<file path="config.mk">
export PLATFORM = sky130hd
export DESIGN_NAME = adder_sum_pipe
export DESIGN_NICKNAME = d
export VERILOG_FILES = /design/src/rtl/adder_sum_pipe.sv
export SDC_FILE = /design/constraint.sdc
export NUM_CORES = 1
export LEC_CHECK = 0
export BUFFER_PORTS_ARGS = -buffer_cell sky130_fd_sc_hd__buf_2
export CORE_UTILIZATION = 50
export CTS_CLUSTER_DIAMETER = 30
export DETAILED_ROUTE_END_ITERATION = 10
export PLACE_DENSITY_LB_ADDON = 0.15
export REMOVE_ABC_BUFFERS = 1
export SYNTH_ARGS = -nofsm -noshare
export SYNTH_HDL_FRONTEND = slang
export SYNTH_SLANG_ARGS = --single-unit
</file>
<file path="constraint.sdc">
create_clock -name clk -period 6.3 [get_ports clk]
set_input_delay 0.63 -clock clk [delete_from_list [all_inputs] [get_ports clk]]
set_output_delay 0.63 -clock clk [all_outputs]
set_load 0.005 [all_outputs]
</file>
<file path="src/rtl/adder_sum_pipe.sv">
// adder_sum_pipe: final two stages of a 64-bit hybrid prefix adder.
// S1 registers the bit-level propagate/generate terms and the eight
// group-resolved carries; S2 fills in the intra-group carries and
// registers sum, carry-out and the optional zero/overflow flags.
// Valid/ready handshake on both sides, full throughput when unstalled.
module adder_sum_pipe #(
    parameter int unsigned FLAG_EN = 1
) (
    input  logic        clk,
    input  logic        rst_n,
    input  logic        in_valid,
    output logic        in_ready,
    input  logic [64:0] bit_p,
    input  logic [64:0] bit_g,
    input  logic [63:0] grp_g,
    input  logic [63:0] grp_p,
    output logic        out_valid,
    input  logic        out_ready,
    output logic [63:0] sum,
    output logic        cout,
    output logic        zero,
    output logic        ovf
);

    logic        s1_v_q, s1_v_d;
    logic        s2_v_q, s2_v_d;
    logic        s1_load, s2_load;

    logic [64:0] p_q, g_q;
    logic [7:0]  rc_q, rc_d;

    logic [63:0] sum_q, sum_d;
    logic        cout_q, cout_d;
    logic        zero_q, zero_d;
    logic        ovf_q, ovf_d;

    logic [63:0] c;
    logic [7:0]  grp_cin;
    logic        carry;

    // Only the group-boundary carries of the prefix tree are consumed.
    logic        unused_prefix;
    assign unused_prefix = ^{grp_p, grp_g};

    // Pick G[8k+7:0] out of the prefix-tree result.
    always_comb begin
        rc_d = '0;
        for (int unsigned k = 0; k < 8; k++) begin
            rc_d[k] = grp_g[8*k+7];
        end
    end

    // Handshake: S1 loads on input transfer, S2 drains S1 when it has room.
    always_comb begin
        in_ready = rst_n && (!s1_v_q || !s2_v_q || out_ready);
        s1_load  = in_valid && in_ready;
        s2_load  = s1_v_q && (!s2_v_q || out_ready);
        s1_v_d   = s1_load ? 1'b1 : (s2_load ? 1'b0 : s1_v_q);
        s2_v_d   = s2_load ? 1'b1 : (out_ready ? 1'b0 : s2_v_q);
    end

    // Intra-group ripple seeded by the resolved carry of the group below;
    // group 0 is seeded by 0 so that c[0] = bit_g[0] (p[0] is always 0).
    always_comb begin
        c       = '0;
        carry   = 1'b0;
        grp_cin = {rc_q[6:0], 1'b0};
        for (int unsigned k = 0; k < 8; k++) begin
            carry = grp_cin[k];
            for (int unsigned j = 0; j < 8; j++) begin
                carry        = g_q[8*k+j] | (p_q[8*k+j] & carry);
                c[8*k+j]     = carry;
            end
        end
        cout_d = g_q[64] | (p_q[64] & c[63]);
        sum_d  = p_q[64:1] ^ c;
        if (FLAG_EN != 0) begin
            zero_d = ~|sum_d;
            ovf_d  = c[63] ^ cout_d;
        end else begin
            zero_d = 1'b0;
            ovf_d  = 1'b0;
        end
    end

    // Stage valid bits.
    always_ff @(posedge clk or negedge rst_n) begin
        if (!rst_n) begin
            s1_v_q <= 1'b0;
            s2_v_q <= 1'b0;
        end else begin
            s1_v_q <= s1_v_d;
            s2_v_q <= s2_v_d;
        end
    end

    // S1 payload: bit-level terms and resolved group carries.
    always_ff @(posedge clk or negedge rst_n) begin
        if (!rst_n) begin
            p_q  <= '0;
            g_q  <= '0;
            rc_q <= '0;
        end else if (s1_load) begin
            p_q  <= bit_p;
            g_q  <= bit_g;
            rc_q <= rc_d;
        end
    end

    // S2 payload: final result, held while stalled.
    always_ff @(posedge clk or negedge rst_n) begin
        if (!rst_n) begin
            sum_q  <= '0;
            cout_q <= 1'b0;
            zero_q <= 1'b0;
            ovf_q  <= 1'b0;
        end else if (s2_load) begin
            sum_q  <= sum_d;
            cout_q <= cout_d;
            zero_q <= zero_d;
            ovf_q  <= ovf_d;
        end
    end

    assign out_valid = s2_v_q;
    assign sum       = sum_q;
    assign cout      = cout_q;
    assign zero      = zero_q;
    assign ovf       = ovf_q;

endmodule
</file>
## Word level (Yosys, flattened, before mapping)

Index checks and enable logic that the tools add are counted.

- Word-level logic and storage cells: 155
- Flip-flop bits (word level): 206
- Bits of input ports: 262
- Output and inout bits: 69

- Bitwise logic cells: 130
- Multiplexer cells: 4
- Reduce and logical (&&, ||, !) cells: 12

Operators with widths:

| cell | count |
|---|---|
| $and A1 B1 Y1 | 64 |
| $or A1 B1 Y1 | 64 |
| $reduce_or A64 Y1 | 1 |
| $xor A64 B64 Y64 | 1 |
| $mux W1 | 4 |
| $reduce_bool A2 Y1 | 2 |
| $logic_and A1 B1 Y1 | 3 |
| $logic_not A1 Y1 | 3 |
| $logic_or A1 B1 Y1 | 3 |
| $xor A1 B1 Y1 | 1 |

## Longest topological paths before layout

- Depth in word-level cells: 19
- Depth in mapped cells: 20
- Gate-level depth less buffers: 20

## Least setup slack after synthesis

OpenSTA, ideal clock, no wires.

- Kind: flip-flop to flip-flop
- From: register p_q[56]
- To: register zero_q, in the netlist zero
- Data required time: 6.208 ns
- Arrival: 4.820 ns
- Setup slack: 1.388 ns
- Library setup time: 0.092 ns
- Clock period less this slack: 4.912 ns
- Cell stages (with the launch flop): 21
- Path buffers: 0
- Cells stage by stage: dfrtp_1 -> a21o_1 -> ha_1 -> or2_2 -> ha_1 -> or2_2 -> ha_1 -> or2_2 -> ha_1 -> or2_2 -> ha_1 -> or2_2 -> ha_1 -> or2_2 -> ha_1 -> or2_2 -> ha_1 -> nor4_2 -> nand4_1 -> or4_1 -> o31ai_2

- Word-level cells in the longest chain between the ends: 19

RTL lines:

| what | RTL line | RTL |
|---|---|---|
| start: declaration | 29 | `logic [64:0] p_q, g_q;` |
| start signal: assignment | 104 | `p_q <= bit_p;` |
| $and A1 B1 Y1 | 71 | `carry = g_q[8*k+j] \| (p_q[8*k+j] & carry);` |
| $or A1 B1 Y1 | 71 |  |
| $and A1 B1 Y1 | 71 |  |
| $or A1 B1 Y1 | 71 |  |
| $and A1 B1 Y1 | 71 |  |
| $or A1 B1 Y1 | 71 |  |
| $and A1 B1 Y1 | 71 |  |
| $or A1 B1 Y1 | 71 |  |
| [4 not listed] | -- |  |
| $and A1 B1 Y1 | 71 |  |
| $or A1 B1 Y1 | 71 |  |
| $and A1 B1 Y1 | 71 |  |
| $or A1 B1 Y1 | 71 |  |
| $xor A64 B64 Y64 | 76 | `sum_d = p_q[64:1] ^ c;` |
| via sum_d[63] | 32 | `logic [63:0] sum_q, sum_d;` |
| $reduce_or A64 Y1 | 78 | `zero_d = ~\|sum_d;` |
| $logic_not A1 Y1 | 78 |  |
| end signal: assignment | 120 | `zero_q <= zero_d;` |
| end: declaration | 34 | `logic zero_q, zero_d;` |

The timed path passes the listed nets, and every way through them passes these cells.
A chain may end at the register's enable or synchronous reset.

## Final worst setup path

Ends and elaborated chain as after synthesis.

==> results.toml <==
[drt]
drt_iter0_drc = 148
num_vias = 5551
drc = 0
postRouteAntennaNets = 0
finalWirelength_mm = 19.8
dr.pass1.iters = 4
routedWlPerCell_um = 18.2
viasPerCell = 5.09

[layout]
final_common_cell = "buf_2"
drive_above_1_share_pct = 42.5
fillCellCount = 1316
finalNetCount = 1150
mostFrequentLayoutCells = "207 x buf_2, 205 x dfrtp_1, 169 x mux2_1, 57 x ha_1, 49 x or2_2"
area_delta_synth_final_pct = 29.7

[critical_path]
crit_family = "simple AND/OR/NAND/NOR gates"
worstPathBufferInverterCount = 0
start_kind = "flop"
cp.required_ns = 6.71
crit_path_top_delay_cell = "or4_1"
rrSetupSlack_ns = 0.91
crit_type = "flop to flop"
cp_common_cell = "ha_1"
crit_chain = "a21o_1, ha_1, or2_2, ha_1, or2_2, ha_1, or2_2, ha_1, or2_2, ha_1, or2_2, ha_1, or2_2, ha_1, or2_2, ha_1, nor4_2, nand4_1, or4_1, o31ai_2"
critPathMaxFanout = 3
critical_path.max_stage_delay_ns = 0.57
worstPathArrival_ns = 5.79
cp-end-kind = "flop"

[sta]
drv_slew = 0
hold_viol_final = 0
min_period_ns = 5.39
finalClockSkew_ns = 0.0137
fin_tns_setup_ns = 0
period_share_pct = 85.5
setup_viol = 0
worst_slack_ns = 0.914
fmax_mhz = 186
max_slew_margin_pct = 27.3
tightest_slew_ns = 1.09
grt_setup_unrepaired = "no"

[clock_network]
ctsRootBufferMaster = "clkbuf_16"
post_cts_buffers = 0
cts_tree = "built"
clk_path_buf_depth = 3
cts.htree.levels = 2
clock_latency_ns = 0.51
clk_transition_reported_paths_ns = 0.05
cts_made_buffers = 42
ctsHoldBuffers = 0
post_cts_resized = 0
clock-sinks = 205

[status]
status = "complete, no violations"

[synthesis]
synth_area_per_cell_um2 = 15.0
yosys_warnings = 0
async_reset_ff_share_pct = 100
yosysSeqAreaShare_pct = 57.1
netlist_area_mm2 = 0.00898
synth.distinct_cells = 27
synth_edf_count = 0
synth_cells = 598
ys_seq_elements = 205
ys.flop_type = "dfrtp_1"

[floorplan]
pin_count = 331
core.rowCount = 48
core_area_mm2 = 0.0174
dieArea_mm2 = 0.0185
fp.dieH_um = 136
initial_core_util_pct = 51.6
die_x_um = 136

[power_and_ir_drop]
ir_worst_vdd_v = 0.000316
powerDensity_mw_per_mm2 = 445
p_leak_nw = 5.56

[hold_path]
hold_class = "input port to async pin"

[placement]
dpl.hpwl_mm = 14.1
io_buffers = 208
gp_congestion = 0.813
post-place-ws_ns = 0.871

[global_route]
track_usage_pct = 22.2
grt_pass1_wl_mm = 31.4
grt_pass1_vias = 5981
grt_max_degree = 122
antenna_found_initial = 4
grt-ovfl-total = 0

[run]
timing.max_cap.violations = 0
## path summary, 6_finish.rpt
kind	start	endpoint	depth (start not counted)
min reg2reg	cout$_DFFE_PN0P_	cout$_DFFE_PN0P_	2
max in group asynchronous	rst_n	rc_q[6]$_DFFE_PN0P_	2
max	p_q[56]$_DFFE_PN0P_	zero$_DFFE_PN0P_	20
min in group clk	bit_p[44]	p_q[44]$_DFFE_PN0P_	2
min	rst_n	g_q[37]$_DFFE_PN0P_	1
max reg2reg	p_q[56]$_DFFE_PN0P_	zero$_DFFE_PN0P_	20
## flip-flops by register name (all words and copies together), names as in the netlist
| signal | cells |
|---|---|
| cout | 1 |
| sum | 64 |
| rc_q | 7 |
| zero | 1 |
| p_q | 64 |
| ovf | 1 |
| g_q | 65 |
| out_valid | 1 |
| s1_v_q | 1 |
## cell usage after synthesis (4+ instances only)
cell | number | area [um^2]
dfrtp_1 | 205 | 5130
mux2_1 | 169 | 1900
ha_1 | 57 | 713
or2_2 | 49 | 307
mux2_2 | 25 | 282
buf_6 | 11 | 124
nand2_1 | 11 | 41.3
nor2_1 | 9 | 33.8
nor4_1 | 9 | 56.3
o21ai_0 | 8 | 40.0
a21o_1 | 7 | 52.6
buf_2 | 7 | 35.0
xor2_1 | 7 | 61.3
buf_4 | 5 | 37.5
nand4_1 | 4 | 25.0
nor4_2 | 4 | 50.1
## final cells by class
cell class                 instances  area, um^2  share of cell area (%)
tap                              225         282                    2.42
sequential                       205        5130                    44.0
antenna                            2        5.00                  0.0430
clock inverter                    21         253                    2.17
clock buffer                      56        1240                    10.6
multi-input combinational        370        3660                    31.4
timing repair buffer             212        1080                    9.27
## worst reg2reg max path, stage by stage (launching register included)
cell,delay (ns)
dfrtp_1,0.40
a21o_1,0.20
ha_1,0.17
or2_2,0.27
ha_1,0.22
or2_2,0.29
ha_1,0.17
or2_2,0.27
ha_1,0.17
or2_2,0.27
ha_1,0.17
or2_2,0.27
ha_1,0.18
or2_2,0.29
ha_1,0.18
or2_2,0.31
ha_1,0.33
nor4_2,0.25
nand4_1,0.13
or4_1,0.57
o31ai_2,0.18
## kinds of logic after synthesis
family,after synthesis,synth area share (%)
xor gates and xnor gates,8,0.780
and+or+nand+nor,95,6.45
DFF,205,57.1
AOI/OAI and AO/OA,16,1.17
muxes,194,24.3
buffers and inverters,23,2.19
adders and majority gates,57,7.94
## metal layers
metal	up-vias	track usage, %	routed length [um]	part of all wire (%)
li1	2613	-	-	-
met1	2718	29.2	8620	43
met2	182	35.0	9130	46
met3	36	6.75	1710	8.6
met4	2	7.53	361	1.8
met5	-	0	13	0.066
## power by group
part	leakage (nW)	internal, W	switching (W)	total [W]
combinational	2.40	0.000553	0.000486	0.00104
sequential	2.41	0.00168	0.000190	0.00187
clock	0.739	0.00158	0.000692	0.00227
## stage by stage
step	total power (W)	utilization (%)	cell area [um^2]	instances	hold slack [ns]
after global placement	0.00288	58.3	10200	1012	0.461
final	0.00518	66.9	11600	1091	0.265
after CTS	0.00525	66.8	11600	1089	0.304
after global routing	0.00546	66.8	11600	1089	0.326
after detailed placement	0.00293	58.3	10200	1012	0.465
after floorplan	0.00241	-	8780	575	0.334
Note: power is estimated with default switching activity, not from simulation.
